## config.mk

```make
export PLATFORM = sky130hd
export DESIGN_NAME = au_op_sequencer
export DESIGN_NICKNAME = d
export VERILOG_FILES = /design/src/rtl/au_op_sequencer_pkg.sv /design/src/rtl/au_result_reg.sv /design/src/rtl/au_op_sequencer.sv
export SDC_FILE = /design/constraint.sdc
export NUM_CORES = 1
export LEC_CHECK = 0
export CORE_MARGIN = 8
export CORE_UTILIZATION = 46
export DETAILED_ROUTE_END_ITERATION = 10
export PLACE_DENSITY = 0.79
export SLEW_MARGIN = 20
export SYNTH_ARGS = -nofsm -noshare
export SYNTH_HDL_FRONTEND = slang
export SYNTH_SLANG_ARGS = --single-unit
```

## constraint.sdc

```tcl
create_clock -name CLK -period 2.1 [get_ports CLK]
set_input_delay 0.21 -clock CLK [delete_from_list [all_inputs] [get_ports CLK]]
set_output_delay 0.21 -clock CLK [all_outputs]
set_load 0.02 [all_outputs]
```

## src/rtl/au_op_sequencer_pkg.sv

```systemverilog
// Shared definitions for the AU byte-stream sequencer: FSM state encodings,
// op-byte mask and the AU control codes it drives.
package au_op_sequencer_pkg;

    typedef enum logic [2:0] {
        S_OP   = 3'd0,
        S_A    = 3'd1,
        S_B    = 3'd2,
        S_EXEC = 3'd3,
        S_RES  = 3'd4
    } state_t;

    localparam logic [1:0] OP_MASK = 2'b11;

    // Control codes understood by the AU; the sequencer passes them through.
    localparam logic [1:0] AU_CTRL_0 = 2'b00;
    localparam logic [1:0] AU_CTRL_1 = 2'b01;
    localparam logic [1:0] AU_CTRL_2 = 2'b10;
    localparam logic [1:0] AU_CTRL_3 = 2'b11;

    localparam int unsigned SETTLE_CNT_W = 4;

endpackage

```

## src/rtl/au_result_reg.sv

```systemverilog
// Load-enabled capture register with asynchronous active-low clear; one
// instance per captured output field (result, carry, zero).
module au_result_reg #(
    parameter int unsigned W = 8
) (
    input  logic         clk,
    input  logic         rst_n,
    input  logic         ld,
    input  logic [W-1:0] d,
    output logic [W-1:0] q
);

    always_ff @(posedge clk or negedge rst_n) begin
        if (!rst_n) begin
            q <= '0;
        end else if (ld) begin
            q <= d;
        end
    end

endmodule

```

## src/rtl/au_op_sequencer.sv

```systemverilog
// Collects an (op, A, B) byte frame, drives the AU from registers, waits the
// settle interval, then captures R/C/Z and offers them on a valid/ready stream.
module au_op_sequencer
    import au_op_sequencer_pkg::*;
#(
    parameter int unsigned WIDTH         = 8,
    parameter int unsigned SETTLE_CYCLES = 1
) (
    input  logic             CLK,
    input  logic             RST_N,
    input  logic [WIDTH-1:0] IN_DATA,
    input  logic             IN_VALID,
    output logic             IN_READY,
    output logic [WIDTH-1:0] AU_A,
    output logic [WIDTH-1:0] AU_B,
    output logic [1:0]       AU_CONTROL,
    input  logic [WIDTH-1:0] AU_R,
    input  logic             AU_C,
    output logic [WIDTH-1:0] OUT_R,
    output logic             OUT_C,
    output logic             OUT_Z,
    output logic             OUT_VALID,
    input  logic             OUT_READY,
    output logic             BUSY,
    output logic [7:0]       OP_COUNT
);

    localparam logic [SETTLE_CNT_W-1:0] SETTLE_LAST = SETTLE_CNT_W'(SETTLE_CYCLES - 1);

    state_t                  state;
    state_t                  state_nxt;
    logic [SETTLE_CNT_W-1:0] settle_cnt;
    logic                    ld_op;
    logic                    ld_a;
    logic                    ld_b;
    logic                    capture;
    logic                    out_xfer;
    logic                    au_zero;

    assign out_xfer = OUT_VALID && OUT_READY;
    assign au_zero  = (AU_R == '0);
    assign BUSY     = (state != S_OP);

    always_ff @(posedge CLK or negedge RST_N) begin
        if (!RST_N) begin
            state <= S_OP;
        end else begin
            state <= state_nxt;
        end
    end

    always_comb begin
        state_nxt = state;
        IN_READY  = 1'b0;
        ld_op     = 1'b0;
        ld_a      = 1'b0;
        ld_b      = 1'b0;
        capture   = 1'b0;
        case (state)
            S_OP: begin
                IN_READY = 1'b1;
                if (IN_VALID) begin
                    ld_op     = 1'b1;
                    state_nxt = S_A;
                end
            end
            S_A: begin
                IN_READY = 1'b1;
                if (IN_VALID) begin
                    ld_a      = 1'b1;
                    state_nxt = S_B;
                end
            end
            S_B: begin
                IN_READY = 1'b1;
                if (IN_VALID) begin
                    ld_b      = 1'b1;
                    state_nxt = S_EXEC;
                end
            end
            S_EXEC: begin
                if (settle_cnt == SETTLE_LAST) begin
                    capture   = 1'b1;
                    state_nxt = S_RES;
                end
            end
            S_RES: begin
                // No bypass: the next op byte is only accepted once back in S_OP.
                if (out_xfer) begin
                    state_nxt = S_OP;
                end
            end
            default: begin
                state_nxt = S_OP;
            end
        endcase
    end

    always_ff @(posedge CLK or negedge RST_N) begin
        if (!RST_N) begin
            settle_cnt <= '0;
        end else if (ld_b) begin
            settle_cnt <= '0;
        end else if (state == S_EXEC) begin
            settle_cnt <= settle_cnt + 1'b1;
        end
    end

    // Operand registers hold their value after capture until their own byte arrives.
    always_ff @(posedge CLK or negedge RST_N) begin
        if (!RST_N) begin
            AU_CONTROL <= '0;
            AU_A       <= '0;
            AU_B       <= '0;
        end else begin
            if (ld_op) begin
                AU_CONTROL <= IN_DATA[1:0] & OP_MASK;
            end
            if (ld_a) begin
                AU_A <= IN_DATA;
            end
            if (ld_b) begin
                AU_B <= IN_DATA;
            end
        end
    end

    always_ff @(posedge CLK or negedge RST_N) begin
        if (!RST_N) begin
            OUT_VALID <= 1'b0;
        end else if (capture) begin
            OUT_VALID <= 1'b1;
        end else if (out_xfer) begin
            OUT_VALID <= 1'b0;
        end
    end

    always_ff @(posedge CLK or negedge RST_N) begin
        if (!RST_N) begin
            OP_COUNT <= '0;
        end else if (out_xfer && (OP_COUNT != 8'hFF)) begin
            OP_COUNT <= OP_COUNT + 8'd1;
        end
    end

    au_result_reg #(.W(WIDTH)) u_res_r (
        .clk   (CLK),
        .rst_n (RST_N),
        .ld    (capture),
        .d     (AU_R),
        .q     (OUT_R)
    );

    au_result_reg #(.W(1)) u_res_c (
        .clk   (CLK),
        .rst_n (RST_N),
        .ld    (capture),
        .d     (AU_C),
        .q     (OUT_C)
    );

    au_result_reg #(.W(1)) u_res_z (
        .clk   (CLK),
        .rst_n (RST_N),
        .ld    (capture),
        .d     (au_zero),
        .q     (OUT_Z)
    );

endmodule

```

### Yosys cells after proc, flatten, opt, wreduce, memory -nomap -nowiden

Cells that the tools add are included.

| cells by class | value |
|---|---|
| order comparisons | 0 |
| reductions and logical operators | 10 |
| equal/unequal tests | 10 |
| div/mod/pow operators | 0 |
| muxes and demuxes | 17 |
| shift-type cells | 0 |
| add/subtract/negate cells | 2 |
| bitwise gates (word level) | 0 |
| $mul | 0 |

Operator list:

| kind | count |
|---|---|
| $mux 3 | 5 |
| $pmux 3 s5 | 1 |
| $ne 2x2->1 const B | 5 |
| $mux 1 | 9 |
| $add 8x1->8 const B | 1 |
| $logic_not 8->1 | 1 |
| $mux 4 | 2 |
| $ne 8x8->1 const B | 1 |
| $eq 3x2->1 const B | 2 |
| $reduce_and 5->1 | 1 |
| $add 4x1->4 const B | 1 |
| $logic_not 4->1 | 1 |
| $reduce_bool 2->1 | 2 |
| $eq 3x1->1 const B | 1 |
| $eq 3x3->1 const B | 1 |
| $logic_not 3->1 | 1 |
| $reduce_bool 3->1 | 1 |
| $reduce_or 3->1 | 1 |
| $logic_and 1x1->1 | 2 |

| word-level totals | value |
|---|---|
| latch bits | 0 |
| memories kept | 0 |
| output and inout port bits | 39 |
| word-level logic and storage cells | 49 |
| input port bits | 21 |
| ROM bits | 0 |
| memory bits (writable) | 0 |
| flip-flop bits (word level) | 44 |

### Depth between registers and ports, before layout

Gate-level depths: netlist of the first run.

| logic depth | value |
|---|---|
| depth after elaboration | 4 |
| mapped depth | 6 |
| gate-level depth less buffers | 5 |

### Cells and area by module

A second synthesis of the first run with hierarchy kept.

| unflattened totals | value |
|---|---|
| cell total of the unflattened synthesis | 138 |
| area, all modules | 1948.1 µm² |

By module, submodules not included:

| module | instances | area each (µm²) | seq. area each (µm²) | cells an instance |
|---|---|---|---|---|
| au_op_sequencer | 1 | 1536.5 | 850.8 | 117 |
| au_result_reg (u_res_r) | 1 | 331.6 | 200.2 | 17 |
| au_result_reg (u_res_c ...) | 2 | 40.0 | 25.0 | 2 |

### Worst setup path after synthesis of the first run

OpenSTA, ideal clock, no wires.

| timing path | value |
|---|---|
| path kind | register to register |
| start point | reg OP_COUNT[0] |
| end point | reg OP_COUNT[1] |
| setup time | 125 ps |
| path buffers | 0 |
| required time | 1975 ps |
| period minus slack after synthesis | 1633 ps |
| stages on the path, launching flop included | 5 |
| setup slack | 467 ps |
| arrival | 1508 ps |
| path through | dfrtp_1 -> ha_1 -> nand3_1 -> o21ai_0 -> mux2_2 |

| on the way | value |
|---|---|
| cells in the longest elaborated chain, start to end | 2 |
| elaborated cells between the ends (all ways) | 3 |

Ends and longest elaborated chain:

| item | line | text |
|---|---|---|
| from (decl) | au_op_sequencer.sv:25 | `output logic [7:0] OP_COUNT` |
| from (signal assigned) | au_op_sequencer.sv:142 | `OP_COUNT <= OP_COUNT + 8'd1;` |
| parallel branches: the longest is 2 deep, another holds $add 8x1->8 | -- |  |

Several ways; the timed one is not identified.
A chain may end at the register's enable or synchronous reset.

### Worst setup path after layout of the first run

| timing path | value |
|---|---|
| start point | reg state[0] |
| end point | out BUSY |

| on the way | value |
|---|---|
| cells in the longest elaborated chain, start to end | 1 |

Ends and longest elaborated chain:

| item | line | text |
|---|---|---|
| from (decl) | au_op_sequencer.sv:30 | `state_t state;` |
| from (signal assigned) | au_op_sequencer.sv:48 | `state <= state_nxt;` |
| $reduce_bool 3->1 | au_op_sequencer.sv:42 | `assign BUSY = (state != S_OP);` |
| to (decl) | au_op_sequencer.sv:24 | `output logic BUSY,` |

No other way between the ends.

==> results by group, run 1 <==
Status
  – Status: complete, no violations

Layout
  – Layout area overhead: 39.08%
  – Most common cell after layout, fill and taps aside: clkdlybuf4s50_1
  – Filler instances: 308
  – Layout cell share with drive strength beyond 1: 0.2238
  – Nets@finish: 233
  – Antenna diodes: 0
  – Final Util: 0.6665
  – Most frequent cells in the layout: 58 x clkdlybuf4s50_1, 43 x dfrtp_1, 31 x mux2_2, 6 x nand2_1

Clock tree
  – Max clock buf depth: 2
  – CTS tree: yes
  – Clk slew on worst S/H paths: 0.08 ns
  – CTS Sinks: 44
  – H-tree depth: 2
  – Num CTS Buffers: 5
  – Root buf cell: clkbuf_8
  – Clk_lat worst skew: 0.29 ns

Worst setup path
  – Worst setup path class: reg -> out
  – FF-to-FF Start: settle_cnt[0]
  – WP data arrival: 1.80 ns
  – Worst R2R End: u_res_r.q[1]
  – Startpoint types: flop
  – Launch point of the critical path: state[0]
  – WP data required: 1.89 ns
  – R2r setup slk: 0.29 ns
  – CP max FO: 12
  – Reg2Reg Depth: 5
  – End of the critical path: BUSY
  – Crit end category: output port

Timing
  – Fin Hold WS: 0.4444 ns
  – Max-slew violation count: 0
  – Fmax: 0.4980 GHz
  – Setup TNS: 0 ns
  – RSZ-0062 raised after global routing: no
  – Final setup viols: 0
  – Final min period: 2.008 ns
  – Final hold violation count: 0
  – Slew @ Worst Pin: 0.5920 ns
  – Final worst-path cycle share: 0.9563
  – Fin Clk Skew: 0.005892 ns
  – Slew margin rel.: 0.6053

Global route
  – Largest net degree at the start of global routing: 45
  – First-pass GRT wire length: 6927 um
  – Total grt overflow: 0
  – Gr usage total: 0.1351
  – Number of global-route vias before repair: 1510
  – Initial antenna violation count: 0

Yosys
  – Sequential share of the synthesized area: 0.5703
  – Avg Inst Size Synth: 13.41 um2
  – Syn nets: 168
  – Synth warn: 0
  – Yosys reg bits: 44
  – Unique cell type count in the Yosys netlist: 32
  – Cell Area, Synth: 1931 um2
  – Main synth FF type: dfrtp_1
  – Asr flop ratio synth: 1.000
  – Cells after Synth: 144
  – Number of enable flip-flop cells after synthesis: 0

Floorplanning
  – Initial Utilization: 0.4792
  – I/O Pins: 60
  – Core area: 4029 um2
  – Site Rows: 23
  – Die area: 6526 um2
  – Die Wd: 80.79 um
  – Die Span Y: 80.79 um

Routing
  – Vias per inst: 5.342
  – Final Routed Wirelength: 4268 um
  – Via count: 1389
  – Initial DRC count: 45
  – Routed Antenna Nets: 0
  – WL/cell: 16.42 um
  – Remaining DRCs: 0
  – Pre-antenna DRT Iters: 6

Place
  – PortBufs: 59
  – Placer Congestion: 0.7866
  – Hpwl dp: 3260 um

Power
  – Leak: 1.135 nW
  – PD cells: 1559 nW/um2
  – Worst VDD drop: 0.7669 mV

Job
  – Max-cap violation count: 0

Worst hold path
  – Worst Hold Class: in -> async
==> flip-flops by register name, summed over array words and instances (netlist names) <==
register	flops
u_res_c.q	1
AU_A	8
u_res_r.q	8
AU_CONTROL	2
u_res_z.q	1
OP_COUNT	8
OUT_VALID	1
settle_cnt	4
state	3
AU_B	8
==> kinds of logic after synthesis <==
kind of cell / Yosys count / share of synthesized area
multiplexers: 34 / 0.1964
AO/OA/AOI/OAI: 13 / 0.04213
flip-flops: 44 / 0.5703
AND/OR/NAND/NOR: 37 / 0.1257
buffers and inverters: 8 / 0.02333
XOR/XNOR: 5 / 0.02268
adder cells (fa/ha/maj): 3 / 0.01944
==> metal layers <==
layer / routed length (um) / up-vias / GRT usage
li1: - / 644 / -
met1: 1650 / 689 / 0.1427
met2: 2088 / 52 / 0.2302
met3: 504 / 4 / 0.07174
met4: 24 / 0 / 0.03750
met5: 0 / - / 0
==> worst max-delay path, cell delays in order, from the launching register on <==
cell and delay (ns):
dfrtp_1 0.53, or3_1 0.42, clkdlybuf4s50_1 0.55
==> cells in the mapped netlist, types with 2 or more instances <==
library cell | count | share of area
dfrtp_1 | 44 | 0.57
o21ai_0 | 3 | 0.0078
or3_1 | 2 | 0.0065
inv_1 | 4 | 0.0078
nor2_1 | 5 | 0.0097
nor3_1 | 2 | 0.0052
o211ai_1 | 2 | 0.0078
mux2_2 | 31 | 0.18
nand2b_1 | 2 | 0.0065
nand2_1 | 6 | 0.012
nor3b_2 | 2 | 0.013
nand3_1 | 4 | 0.010
ha_1 | 3 | 0.019
and3_1 | 3 | 0.0097
xnor2_1 | 4 | 0.018
buf_4 | 4 | 0.016
nor4_1 | 2 | 0.0065
a21oi_1 | 4 | 0.010
mux2i_1 | 3 | 0.016
nand4_1 | 2 | 0.0065
==> where the power goes <==
group          switching, mW  internal (mW)
combinational          0.932           1.10
sequential             0.309           1.22
clock                  0.272          0.353
==> layout make-up <==
class	count	area (um2)	share of cell area
Inverter	4	15.01	0.005592
Clock buffer	6	72.57	0.02703
Clock inverter	2	35.03	0.01305
Multi-Input combinational cell	92	784.5	0.2922
Sequential cell	44	1102	0.4105
Timing Repair Buffer	62	613.1	0.2283
Tap cell	50	62.56	0.02330
==> stage by stage <==
stage / power, mW / worst slack (ns) / instance area, um2 / instances
2_1_floorplan: 2.668 / 0.4675 / 1931 / 144
4_1_cts: 4.242 / 0.02451 / 2671 / 259
3_5_place_dp: 3.602 / 0.2167 / 2564 / 251
5_1_grt: 4.435 / 0.03254 / 2685 / 260
3_3_place_gp: 3.506 / 0.3235 / 2564 / 251
6_report: 4.186 / 0.09185 / 2685 / 260
==> worst min-delay path by stage <==
| stage | slack (ns) | start | depth (start not counted) | end |
|---|---|---|---|---|
| after floorplan | -0.09 | RST_N | 0 | AU_A[0] |
| after global placement | 0.39 | RST_N | 1 | AU_B[6] |
| after detailed placement | 0.41 | RST_N | 1 | AU_B[6] |
| after CTS | 0.08 | RST_N | 1 | AU_B[6] |
| after global routing | 0.50 | RST_N | 2 | AU_A[6] |
| final | 0.44 | RST_N | 2 | AU_A[6] |
==> repair_timing <==
action,in CTS,in global routing
setup endpoints to repair,0,1
setup buffers,0,0
endpoints found under the hold margin,0,44
hold buffers,0,1
resized for setup,0,1
Note: power is estimated with default switching activity, not from simulation.
==> run 2: changes to the inputs <==
- SKIP_CTS_REPAIR_TIMING: default -> 1
==> results of run 2 <==
Final layout, timing and power as in run 1 (identical DEF).
==> run 3: changes to the inputs <==
- clock period: 2.1 -> 2.17 ns (I/O delays scaled with it)
==> results by group, run 3 (synthesized netlist as in run 1, its figures left out) <==
Timing
  – Slew @ Worst Pin: 0.9585 ns (was 0.5920 ns)
  – RSZ-0062 raised after global routing: no (unchanged)
  – Slew margin rel.: 0.3610 (was 0.6053)
  – Final min period: 2.034 ns
  – Setup TNS: 0 ns (unchanged)
  – Fin Hold WS: 0.07841 ns (was 0.4444 ns)
  – Fmax: 0.4916 GHz
  – Final WS setup: 0.1357 ns (was 0.09185 ns)
  – Final hold violation count: 0 (unchanged)
  – Final setup viols: 0 (unchanged)
  – Max-slew violation count: 0 (unchanged)
  – Fin Clk Skew: 0.005944 ns (was 0.005892 ns)
  – Final worst-path cycle share: 0.9375

Power
  – Internal power: 2.574 mW (was 2.673 mW)
  – Switching portion of total power: 0.3614 (was 0.3615)
  – PD cells: 1513 nW/um2 (was 1559 nW/um2)
  – Sequential power share: 0.368 (was 0.366)
  – PnR Total Power: 4.031 mW (was 4.186 mW)
  – Combinational Power Share: 0.483 (was 0.484)
  – Leak: 1.125 nW (was 1.135 nW)
  – Worst VDD drop: 0.9465 mV (was 0.7669 mV)
  – Psw: 1.457 mW (was 1.514 mW)
  – Clock power frac: 0.148 (was 0.149)

Clock tree
  – Num CTS Buffers: 5 (unchanged)
  – Clk slew on worst S/H paths: 0.08 ns (about the same)
  – H-tree depth: 2 (unchanged)
  – CTS Sinks: 44 (unchanged)
  – Max clock buf depth: 2 (unchanged)
  – Root buf cell: clkbuf_8 (unchanged)
  – CTS tree: yes (unchanged)
  – Clk_lat worst skew: 0.29 ns (about the same)

Routing
  – WL/cell: 16.83 um (was 16.42 um)
  – Via count: 1391 (was 1389)
  – Routed Antenna Nets: 0 (unchanged)
  – Remaining DRCs: 0 (unchanged)
  – Pre-antenna DRT Iters: 4 (was 6)
  – Final Routed Wirelength: 4343 um (was 4268 um)
  – Vias per inst: 5.391 (was 5.342)
  – Initial DRC count: 84 (was 45)

Global route
  – Gr usage total: 0.1367 (was 0.1351)
  – GR Util met2: 0.2342 (was 0.2302)
  – Total grt overflow: 0 (unchanged)
  – Met1 usage: 0.1520 (was 0.1427)
  – Initial antenna violation count: 0 (unchanged)
  – First-pass GRT wire length: 7127 um (was 6927 um)
  – Largest net degree at the start of global routing: 45 (unchanged)
  – GRT busiest layer: met2 (unchanged)
  – Number of global-route vias before repair: 1498 (was 1510)
  – M3 GR Usage: 0.06181 (was 0.07174)

Worst hold path
  – Worst Hold Class: in -> async (unchanged)

Floorplanning
  – Initial Utilization: 0.4792 (unchanged)
  – Site Rows: 23 (unchanged)
  – Die Wd: 80.79 um (unchanged)
  – Core area: 4029 um2 (unchanged)
  – Die area: 6526 um2 (unchanged)
  – I/O Pins: 60 (unchanged)
  – Die Span Y: 80.79 um (unchanged)

Layout
  – Final cell count without fillers: 258 (was 260)
  – Nets@finish: 231 (was 233)
  – Final instance area: 2664 um2 (was 2685 um2)
  – Final Util: 0.6612 (was 0.6665)
  – Most common cell after layout, fill and taps aside: clkdlybuf4s50_1 (unchanged)
  – Most frequent cells in the layout: 58 x clkdlybuf4s50_1, 44 x dfrtp_1, 31 x mux2_2, 6 x nand2_1 (was 58 x clkdlybuf4s50_1, 43 x dfrtp_1, 31 x mux2_2, 6 x nand2_1)
  – Layout area overhead: 37.98% (was 39.08%)
  – Antenna diodes: 0 (unchanged)
  – Layout cell share with drive strength beyond 1: 0.2163 (was 0.2238)

Status
  – Status: complete, no violations (unchanged)

Job
  – Max-cap violation count: 0 (unchanged)

Worst setup path
  – WP data required: 1.95 ns (was 1.89 ns)
  – FF-to-FF Start: settle_cnt[0] (unchanged)
  – CP max FO: 11 (was 12)
  – Worst setup path class: reg -> out (unchanged)
  – Launch point of the critical path: state[1] (was state[0])
  – WP data arrival: 1.82 ns (was 1.80 ns)
  – Crit end category: output port (unchanged)
  – Startpoint types: flop (unchanged)

Place
  – Dpl cells: 250 (was 251)
  – Worst slack, placed: 0.3039 ns (was 0.2167 ns)
  – Placer Congestion: 0.7516 (was 0.7866)
  – Area after DPL: 2556 um2 (was 2564 um2)
  – PortBufs: 59 (unchanged)
  – Hpwl dp: 3257 um (was 3260 um)
## run 3: path summary, 6_finish.rpt
check / end / slack [ns] / cells after the start
setup / recovery: BUSY / 0.14 / 2
hold / removal: state[2] / 0.08 / 1
setup reg to reg: u_res_r.q[6] / 0.32 / 5
hold reg to reg: AU_A[7] / 0.51 / 1
max in group asynchronous: AU_B[1] / 1.51 / 1
min in group CLK: AU_A[7] / 0.51 / 1
## run 3: final cells by class
class                      count  area (um2)
fill                         306        1365
sequential                    44        1101
multi-input combinational     92       784.5
timing repair buffer          60       593.1
clock buffer                   6       72.57
tap                           50       62.56
clock inverter                 2       35.03
inverter                       4       15.01
## run 3: worst max-delay path: stages, from the launching register on
cell	delay, ns
dfrtp_1	0.55
or3_1	0.44
clkdlybuf4s50_1	0.55
## run 3: metal layers
layer / wire length, um / part of all wire
met1: 1779 / 0.41
met2: 2118 / 0.49
met3: 421 / 0.097
met4: 24 / 0.0055
met5: 0 / 0
## run 3: power by group through the flow
stage               Combinational (mW)  Sequential [mW]  Clock [mW]
finish                            1.95             1.49       0.598
floorplan                        0.793             1.79           0
CTS                               1.98             1.49       0.626
global placement                  1.92             1.47           0
global route                      2.08             1.54       0.661
detailed placement                1.97             1.50           0
